### config.mk
export PLATFORM = sky130hd
export DESIGN_NAME = bpm_estimator
export DESIGN_NICKNAME = d
export VERILOG_FILES = /design/src/rtl/bpm_pkg.sv /design/src/rtl/seq_divider.sv /design/src/rtl/bpm_estimator.sv
export SDC_FILE = /design/constraint.sdc
export NUM_CORES = 1
export LEC_CHECK = 0
export BUFFER_PORTS_ARGS = -buffer_cell sky130_fd_sc_hd__buf_4
export CAP_MARGIN = 0
export CORE_MARGIN = 5
export CORE_UTILIZATION = 41
export CTS_CLUSTER_SIZE = 25
export DETAILED_ROUTE_END_ITERATION = 16
export PLACE_DENSITY_LB_ADDON = 0.3
export SYNTH_ARGS = -nofsm -noshare
export SYNTH_HDL_FRONTEND = slang
export SYNTH_SLANG_ARGS = --single-unit
export TNS_END_PERCENT = 5
### constraint.sdc
create_clock -name clk -period 7.7 [get_ports clk]
set_input_delay 0.77 -clock clk [delete_from_list [all_inputs] [get_ports clk]]
set_output_delay 0.77 -clock clk [all_outputs]
set_load 0.005 [all_outputs]
### src/rtl/bpm_pkg.sv
// Shared types and sizing helpers for the beat-to-tempo estimator.
package bpm_pkg;

  typedef enum logic [1:0] {IDLE, TRACK, DIVIDE} bpm_state_e;

  localparam int RING_DEPTH = 4;

  // Bits needed to hold the longest tracked beat interval, in clk cycles.
  function automatic int interval_w(longint clk_hz, longint min_bpm);
    return $clog2(longint'(60) * clk_hz / min_bpm + longint'(1));
  endfunction

  // Bits needed to hold 60*clk_hz, the cycles-per-minute dividend.
  function automatic int dividend_w(longint clk_hz);
    return $clog2(longint'(60) * clk_hz + longint'(1));
  endfunction

endpackage

### src/rtl/seq_divider.sv
// Restoring unsigned divider, one quotient bit per cycle; the first bit is resolved on the start edge,
// so done pulses W-1 cycles after start is sampled. abort drops any divide in flight.
module seq_divider #(
  parameter int W = 16
) (
  input  logic         clk,
  input  logic         reset,
  input  logic         start,
  input  logic         abort,
  input  logic [W-1:0] dividend,
  input  logic [W-1:0] divisor,
  output logic         busy,
  output logic         done,
  output logic [W-1:0] quotient
);

  localparam int CW = $clog2(W + 1);

  logic [W-1:0]  rem_q, dvd_q, dsr_q, quo_q;
  logic [CW-1:0] cnt_q;
  logic          busy_q, done_q;

  logic [W-1:0]  rem_src, dvd_src, dsr_src, quo_src;
  logic [W-1:0]  rem_nxt, dvd_nxt, quo_nxt;
  logic [W:0]    trial;
  logic          take;

  // A start takes its operands straight from the ports so no cycle is spent loading.
  always_comb begin
    rem_src = start ? '0 : rem_q;
    dvd_src = start ? dividend : dvd_q;
    dsr_src = start ? divisor : dsr_q;
    quo_src = start ? '0 : quo_q;
    trial   = {rem_src, dvd_src[W-1]};
    take    = (trial >= {1'b0, dsr_src});
    rem_nxt = take ? W'(trial - {1'b0, dsr_src}) : trial[W-1:0];
    dvd_nxt = dvd_src << 1;
    quo_nxt = (quo_src << 1) | W'(take);
  end

  always_ff @(posedge clk or negedge reset) begin
    if (!reset) begin
      rem_q  <= '0;
      dvd_q  <= '0;
      dsr_q  <= '0;
      quo_q  <= '0;
      cnt_q  <= '0;
      busy_q <= 1'b0;
      done_q <= 1'b0;
    end else if (abort) begin
      cnt_q  <= '0;
      busy_q <= 1'b0;
      done_q <= 1'b0;
    end else begin
      done_q <= 1'b0;
      if (start) begin
        rem_q  <= rem_nxt;
        dvd_q  <= dvd_nxt;
        dsr_q  <= dsr_src;
        quo_q  <= quo_nxt;
        cnt_q  <= CW'(W - 1);
        busy_q <= (W > 1) ? 1'b1 : 1'b0;
        done_q <= (W > 1) ? 1'b0 : 1'b1;
      end else if (busy_q) begin
        rem_q <= rem_nxt;
        dvd_q <= dvd_nxt;
        quo_q <= quo_nxt;
        cnt_q <= cnt_q - CW'(1);
        if (cnt_q == CW'(1)) begin
          busy_q <= 1'b0;
          done_q <= 1'b1;
        end
      end
    end
  end

  assign busy     = busy_q;
  assign done     = done_q;
  assign quotient = quo_q;

endmodule

### src/rtl/bpm_estimator.sv
// Beat-interval tracker: 4-deep interval average divided into cycles-per-minute gives BPM.
// Output lands 2+W+1 cycles after an accepted beat; silence of MAX_INTERVAL cycles drops back to IDLE.
module bpm_estimator
  import bpm_pkg::*;
#(
  parameter int CLK_FREQ_HZ = 50_000_000,
  parameter int MAX_BPM     = 200,
  parameter int MIN_BPM     = 40
) (
  input  logic                         clk,
  input  logic                         reset,
  input  logic                         beat_pulse,
  output logic [$clog2(MAX_BPM+1)-1:0] BPM_estimate,
  output logic                         bpm_valid,
  output logic                         bpm_update
);

  localparam longint DIVIDEND     = longint'(60) * longint'(CLK_FREQ_HZ);
  localparam longint MIN_INTERVAL = DIVIDEND / longint'(MAX_BPM);
  localparam longint MAX_INTERVAL = DIVIDEND / longint'(MIN_BPM);
  localparam int     IW = interval_w(longint'(CLK_FREQ_HZ), longint'(MIN_BPM));
  localparam int     W  = dividend_w(longint'(CLK_FREQ_HZ));
  localparam int     SW = IW + 2;
  localparam int     BW = $clog2(MAX_BPM + 1);
  localparam int     PW = $clog2(RING_DEPTH);

  localparam logic [IW-1:0] MIN_IVL = IW'(MIN_INTERVAL);
  localparam logic [IW-1:0] MAX_IVL = IW'(MAX_INTERVAL);
  localparam logic [W-1:0]  DVD     = W'(DIVIDEND);
  localparam logic [W-1:0]  SAT_W   = W'(MAX_BPM);
  localparam logic [BW-1:0] SAT_B   = BW'(MAX_BPM);

  bpm_state_e    state_q, state_d;
  logic [IW-1:0] cnt_q, cnt_d;
  logic [IW-1:0] ring_q [RING_DEPTH];
  logic [PW-1:0] wp_q;
  logic          filled_q;
  logic [SW-1:0] sum_q, sum_c;
  logic          wr1_q, wr2_q;
  logic          pend_q, pend_d;
  logic [BW-1:0] bpm_q;
  logic          valid_q, upd_q;

  logic          timeout, accept, div_start, out_load;
  logic          div_busy, div_done;
  logic [W-1:0]  div_quo;

  always_comb begin
    state_d   = state_q;
    cnt_d     = cnt_q;
    pend_d    = pend_q;
    accept    = 1'b0;
    div_start = 1'b0;
    timeout   = (state_q != IDLE) && (cnt_q == MAX_IVL);
    if (timeout) begin
      // A beat coinciding with the timeout starts a fresh track.
      state_d = beat_pulse ? TRACK : IDLE;
      cnt_d   = beat_pulse ? IW'(1) : '0;
      pend_d  = 1'b0;
    end else begin
      case (state_q)
        IDLE: begin
          if (beat_pulse) begin
            state_d = TRACK;
            cnt_d   = IW'(1);
          end
        end
        TRACK, DIVIDE: begin
          accept    = beat_pulse && (cnt_q >= MIN_IVL);
          cnt_d     = accept ? IW'(1) : cnt_q + IW'(1);
          div_start = (wr2_q || pend_q) && !div_busy;
          if (wr2_q && div_busy)
            pend_d = 1'b1;
          else if (div_start)
            pend_d = 1'b0;
          if (state_q == TRACK && div_start)
            state_d = DIVIDE;
          else if (state_q == DIVIDE && div_done && !div_start)
            state_d = TRACK;
        end
        default: state_d = IDLE;
      endcase
    end
  end

  assign out_load = (state_q == DIVIDE) && div_done && !timeout;

  always_comb begin
    sum_c = '0;
    for (int i = 0; i < RING_DEPTH; i++)
      sum_c = sum_c + SW'(ring_q[i]);
  end

  // The counter restarts at 1 so that it reads the cycles elapsed since the last accepted beat.
  always_ff @(posedge clk or negedge reset) begin
    if (!reset) begin
      state_q  <= IDLE;
      cnt_q    <= '0;
      for (int i = 0; i < RING_DEPTH; i++)
        ring_q[i] <= '0;
      wp_q     <= '0;
      filled_q <= 1'b0;
      sum_q    <= '0;
      wr1_q    <= 1'b0;
      wr2_q    <= 1'b0;
      pend_q   <= 1'b0;
      bpm_q    <= '0;
      valid_q  <= 1'b0;
      upd_q    <= 1'b0;
    end else begin
      state_q <= state_d;
      cnt_q   <= cnt_d;
      pend_q  <= pend_d;
      sum_q   <= sum_c;
      wr1_q   <= accept;
      wr2_q   <= wr1_q && !timeout;
      upd_q   <= 1'b0;
      if (timeout) begin
        for (int i = 0; i < RING_DEPTH; i++)
          ring_q[i] <= '0;
        wp_q     <= '0;
        filled_q <= 1'b0;
        bpm_q    <= '0;
        valid_q  <= 1'b0;
        upd_q    <= 1'b1;
      end else begin
        if (accept) begin
          if (!filled_q) begin
            for (int i = 0; i < RING_DEPTH; i++)
              ring_q[i] <= cnt_q;
            filled_q <= 1'b1;
          end else begin
            ring_q[wp_q] <= cnt_q;
            wp_q         <= wp_q + PW'(1);
          end
        end
        if (out_load) begin
          bpm_q   <= (div_quo > SAT_W) ? SAT_B : div_quo[BW-1:0];
          valid_q <= 1'b1;
          upd_q   <= 1'b1;
        end
      end
    end
  end

  seq_divider #(.W(W)) u_div (
    .clk      (clk),
    .reset    (reset),
    .start    (div_start),
    .abort    (timeout),
    .dividend (DVD),
    .divisor  (W'(sum_q >> 2)),
    .busy     (div_busy),
    .done     (div_done),
    .quotient (div_quo)
  );

  assign BPM_estimate = bpm_q;
  assign bpm_valid    = valid_q;
  assign bpm_update   = upd_q;

endmodule

==> flow_metrics.tcl, run 1 <==
set metrics [dict create \
    status "finished, final reports clean" \
    detail_route.first_pass.iterations 5 \
    viasPerCell 5.599 \
    maxCapViolCount 0 \
    switching_share 0.2390 \
    async_flop_share 1.000 \
    drt_wl_total_mm 38.62 \
    syn_nets 1769 \
    place_congestion 0.8607 \
    final_cell_mix "dfrtp_1 (306), nand2_1 (229), a22o_1 (108)" \
    max_freq_mhz 167.3 \
    ys_seq_elements 306 \
    ctsResizeCount 0 \
    hold_viol 0 \
    seq_area_frac_synth 0.4602 \
    register_area_um2 7657 \
    cts_setup_buffers 0 \
    drtAntennaViolNets 0 \
    ctsHoldBuffers 0 \
    cts_sinks 306 \
    switching_power_w 0.0008269 \
    slew_viol_final 0 \
    p_int_w 0.002633 \
    overflow 0 \
    ys.warnings.count 0 \
    cp-start-kind "register" \
    final_cells 2158 \
    finalSetupViolations 0 \
    cts.clk_slew.worst_paths_ps 60 \
    fp.coreArea_um2 39910 \
    power.leakage_nw 8.812 \
    wire_per_inst_um 17.89 \
    die_y_um 211.5 \
    worst_path_max_delay_cell "a2111oi_0" \
    cts-htree-levels 2 \
    drc 0 \
    clk-insertion-delay-late_ps 520 \
    yosys.area.top_type "dfrtp_1" \
    syn-cell-area_um2 16640 \
    slowest_delay_ps 920 \
    synth.distinct_cells 74 \
    grt_max_degree 106 \
    powerDensity_nw_per_um2 190.9 \
    r2r_slack_ps 1720 \
    cts-root-buf "clkbuf_16" \
    place_inst 2100 \
    nFillCells 3689 \
    worst_pin_slew_ps 1004 \
    skew_ps 18.38 \
    die_w_um 211.5 \
    finalCritPeriodShare 0.7761 \
    cts_tree "done" \
    initial_utilization 0.4169 \
    antenna_found_initial 1 \
    dieArea_um2 44710 \
    power_frac_seq 0.475 \
    numCtsBuffers 34 \
    ys_top_cells_by_area "dfrtp_1 (46%), fa_1 (6.6%), a22o_1 (5.7%)" \
    max_slew_margin 0.3132 \
    period_minus_slack_ps 5976 \
    end_kind "register" \
    synth_flop_cell "dfrtp_1" \
    row_count 73 \
    layout_commonest_cell "dfrtp_1" \
    synth.top_cell.area_share 0.4602 \
    crit_fanout 32 \
    io_pins 13 \
    cts_max_path_buffers 3 \
    drive_above_1_share 0.06614 \
    synth-edff-count 0 \
    portBuffers 12 \
    pwr-share-clk 0.465 \
    setup_tns_ps 0 \
    crit_type "reg -> reg" \
    synthToLayoutAreaGrowth_pct 8.934 \
    grtUsageTotal 0.1733 \
    hpwl_mm 25.69 \
    synth.avg_cell_area_um2 10.14 \
    multi_input_area_um2 8284 \
    final_nets 1739 \
    hp-class "in -> async" \
    share_comb_of_total_power 0.061 \
    grt_pass1_vias 11993 \
    dpl_worst_slack_ps 1834 \
    fin_ws_ps 1724 \
    rsz0062_at_grt "no" \
    grt_pass1_wl_mm 64.43 \
    arrival_ps 6350 \
    irDropWorstVdd_uv 135.1 \
    drt-initial-drc-count 853 \
    required_ps 8080 \
    via_count 12083 \
    diodes 0 \
    crit_chain "or4bb_1 -> nor4_1 -> and4_1 -> buf_4 -> nand2b_2 -> buf_4 -> nand2_1 -> nand2_1 -> inv_1 -> ha_1 -> o311ai_0 -> o2111ai_1 -> a2111oi_0 -> o31ai_1 -> a21oi_1 -> xor2_1 -> o22ai_1" \
    synthCells 1641 \
]
==> power by group through the flow <==
| stage | logic [W] | registers [W] | clock network, W |
|---|---|---|---|
| 3_3_place_gp | 0.000209 | 0.00167 | 0 |
| 4_1_cts | 0.000211 | 0.00164 | 0.00165 |
| 5_1_grt | 0.000232 | 0.00164 | 0.00171 |
| 3_5_place_dp | 0.000210 | 0.00167 | 0 |
| 6_report | 0.000210 | 0.00164 | 0.00161 |
| 2_1_floorplan | 0.000142 | 0.00166 | 0 |
==> cells in the mapped netlist (29+ instances only) <==
library cell / number
a22o_1: 108
fa_1: 55
dfrtp_1: 306
inv_1: 66
xor2_1: 29
clkbuf_1: 49
ha_1: 70
nand3_1: 41
nor2_1: 95
nand2_1: 229
a22oi_1: 34
xnor2_1: 36
a21oi_1: 100
and2_1: 46
o21ai_0: 79
==> state kept, by name (all words and copies together) (netlist names), 6 cells and up <==
register	flops
BPM_estimate	8
cnt_q	27
ring_q	108
sum_q	27
u_div.cnt_q	6
u_div.dsr_q	32
u_div.dvd_q	22
u_div.quotient	32
u_div.rem_q	32
==> final cells by class <==
type,count,area share
Sequential cell,306,0.4225
Timing Repair Buffer,24,0.01035
Inverter,66,0.01367
Clock inverter,8,0.005454
Tap cell,525,0.03624
Clock buffer,50,0.05474
Multi-Input combinational cell,1179,0.4571
==> metrics by stage <==
stage,util,hold WS (ps),cell area [um^2],power (W)
2_1_floorplan,-,432.5,16640,0.001797
3_3_place_gp,0.4268,449.7,17030,0.001878
3_5_place_dp,0.4268,454.3,17030,0.001881
4_1_cts,0.4541,322.6,18120,0.003500
5_1_grt,0.4541,336.1,18120,0.003587
6_report,0.4541,253.5,18120,0.003460
==> per-layer routing <==
| layer | wire [um] | track usage |
|---|---|---|
| met1 | 18350 | 0.2525 |
| met2 | 17970 | 0.2760 |
| met3 | 1580 | 0.02475 |
| met4 | 715 | 0.04131 |
| met5 | 0 | 0 |
==> kinds of logic (layout without fill, tap and decap cells) <==
family,after synthesis,in the layout,synth area share
xor+xnor,65,65,0.03422
compound gates,426,426,0.1769
simple gates,560,560,0.1634
mux,3,3,0.001880
buf+inv,156,148,0.04459
flops,306,306,0.4602
fa+ha+maj,125,125,0.1188
==> worst max-delay path: cells and delay by family (launching register included) <==
kind                     cells  cell delay (ps)
AND/OR/NAND/NOR              6             1830
buffers and inverters        3              740
XOR/XNOR                     1              150
flip-flops                   1              490
adder cells (fa/ha/maj)      1              330
AO/OA/AOI/OAI                6             2260
==> path summary, 6_finish.rpt <==
kind	start	endpoint	cells past startpoint
max	cnt_q[20]	u_div.rem_q[30]	17
min	reset	ring_q[30]	1
max reg2reg	cnt_q[20]	u_div.rem_q[30]	17
min reg2reg	sum_q[6]	u_div.dsr_q[4]	2
max in group asynchronous	reset	cnt_q[2]	2
min in group clk	sum_q[6]	u_div.dsr_q[4]	2
Note: power is estimated with default switching activity, not from simulation.
==> inputs of run 2 (changes only) <==
clock period = 5.4 ns   (was 7.7 ns; I/O delays follow)
==> flow_metrics.tcl, run 2 (synthesis results as in run 1) <==
set metrics [dict create \
    status "finished, final reports clean" \
    initial_utilization 0.4169 \
    hold_viol 0 \
    cts_setup_buffers 0 \
    place_congestion 0.8651 \
    crit_type "reg -> reg" \
    numCtsBuffers 34 \
    drc 0 \
    die_w_um 211.5 \
    dieArea_um2 44710 \
    diodes 0 \
    cp-start-kind "register" \
    irDropWorstVdd_uv 235.4 \
    cts_tree "done" \
    cts.clk_slew.worst_paths_ps 60 \
    power.leakage_nw 8.930 \
    grtUsageMet2 0.2794 \
    r2r_slack_ps 340 \
    max_freq_mhz 197.6 \
    nFillCells 3724 \
    hp-class "in -> async" \
    grt_max_degree 136 \
    grtUsageMet3 0.02579 \
    ctsHoldBuffers 0 \
    required_ps 5750 \
    crit_fanout 17 \
    slew_viol_final 0 \
    fp.coreArea_um2 39910 \
    worst_pin_slew_ps 1030 \
    grt_pass1_vias 12178 \
    powerDensity_nw_per_um2 269.2 \
    top_register "ring_q" \
    hpwl_mm 25.90 \
    layout_commonest_cell "dfrtp_1" \
    io_pins 13 \
    viasPerCell 5.549 \
    maxCapViolCount 0 \
    final_nets 1759 \
    portBuffers 12 \
    drtAntennaViolNets 0 \
    final_core_util 0.4584 \
    synthToLayoutAreaGrowth_pct 9.956 \
    grt_util_met1 0.2542 \
    cts_max_path_buffers 3 \
    detail_route.first_pass.iterations 5 \
    arrival_ps 5410 \
    finalCritPeriodShare 0.9370 \
    overflow 0 \
    clk-insertion-delay-late_ps 530 \
    largest_reg_flops 108 \
    final_cell_mix "dfrtp_1 (306), nand2_1 (229), a22o_1 (108)" \
    end_kind "register" \
    drive_above_1_share 0.07748 \
    r2r_start "cnt_q[15]" \
    cts_sinks 306 \
    reg2reg_to "u_div.rem_q[30]" \
    skew_ps 21.72 \
    drt_wl_total_mm 39.43 \
    via_count 12081 \
    max_slew_margin 0.3125 \
    period_minus_slack_ps 5060 \
    gr-max-usage-layer "met2" \
    grt_pass1_wl_mm 65.41 \
    antenna_found_initial 1 \
    setup_tns_ps 0 \
    die_y_um 211.5 \
    row_count 73 \
    reg2regPathDepth 20 \
    grtUsageTotal 0.1767 \
    finalSetupViolations 0 \
    rsz0062_at_grt "no" \
    cts-htree-levels 2 \
    drt-initial-drc-count 877 \
    cts-root-buf "clkbuf_16" \
    wire_per_inst_um 18.11 \
]
[run 2: changes by cell type in the layout (fill, tap and decap cells not counted), moves of 2 or more]
cell | previous run | this run
clkinvlp_4 | 2 | 0
clkbuf_8 | 6 | 8
buf_4 | 23 | 40
buf_12 | 0 | 2
[run 2: worst max-delay path, cell delays in order, from the launching register on]
cell       delay, ps
dfrtp_1          370
or4bb_1          510
nor4_1           260
and4_2           400
buf_4            180
nand2b_2         190
buf_4            240
nand2_1           70
nand2_1           90
inv_1             80
ha_1             410
a211oi_1         330
o21ai_0          150
o311ai_0         220
o2111ai_1        270
a2111oi_1        420
buf_4            190
o31ai_1           70
a21oi_1          170
xor2_1           160
o22ai_1          100
[run 2: through the flow]
| step | worst slack, ps | power, W | area, um^2 | cells | hold slack, ps |
|---|---|---|---|---|---|
| floorplan | 585.8 | 0.002562 | 16640 | 1641 | 244.4 |
| global placement | 398.4 | 0.002694 | 17200 | 2119 | 451.7 |
| detailed placement | 222.1 | 0.002700 | 17200 | 2119 | 448.4 |
| CTS | 218.7 | 0.004983 | 18270 | 2176 | 140.3 |
| global route | 47.34 | 0.005126 | 18300 | 2177 | 187.7 |
| finish | 340.0 | 0.004925 | 18300 | 2177 | 92.18 |
[run 2: worst max path at each step]
stage / startpoint / endpoint / slack [ps] / depth (start not counted)
detailed placement: cnt_q[15] / u_div.rem_q[23] / 220 / 18
CTS: cnt_q[15] / u_div.rem_q[23] / 220 / 18
global placement: cnt_q[15] / u_div.rem_q[7] / 400 / 19
global route: cnt_q[15] / u_div.rem_q[27] / 50 / 19
finish: cnt_q[15] / u_div.rem_q[30] / 340 / 20
floorplan: cnt_q[15] / u_div.rem_q[30] / 590 / 21
[run 2: what timing repair did]
action / 4_1_cts / 5_1_grt
setup endpoints to repair: 0 / 28
gates resized for setup: 0 / 5
hold endpoints to repair: 0 / 0
[run 2: cell type report]
type	instances	area, um^2	share of cell area
Clock buffer	53	1023	0.05594
Sequential cell	306	7657	0.4185
Timing Repair Buffer	43	355.3	0.01942
Tap cell	525	656.9	0.03590
Multi-Input combinational cell	1180	8305	0.4540
Inverter	66	247.7	0.01354
Clock inverter	4	48.80	0.002667
[run 2: power by group]
group | switching [W] | internal [W] | total [W]
sequential | 0.0000254 | 0.00231 | 0.00233
combinational | 0.000237 | 0.0000902 | 0.000328
clock | 0.000918 | 0.00134 | 0.00226
total | 0.00118 | 0.00374 | 0.00492
[run 2: per-layer routing]
layer / part of all wire / vias up
met3: 0.036 / 76
li1: - / 5743
met4: 0.027 / 0
met5: 0 / -
met1: 0.48 / 6017
met2: 0.46 / 245
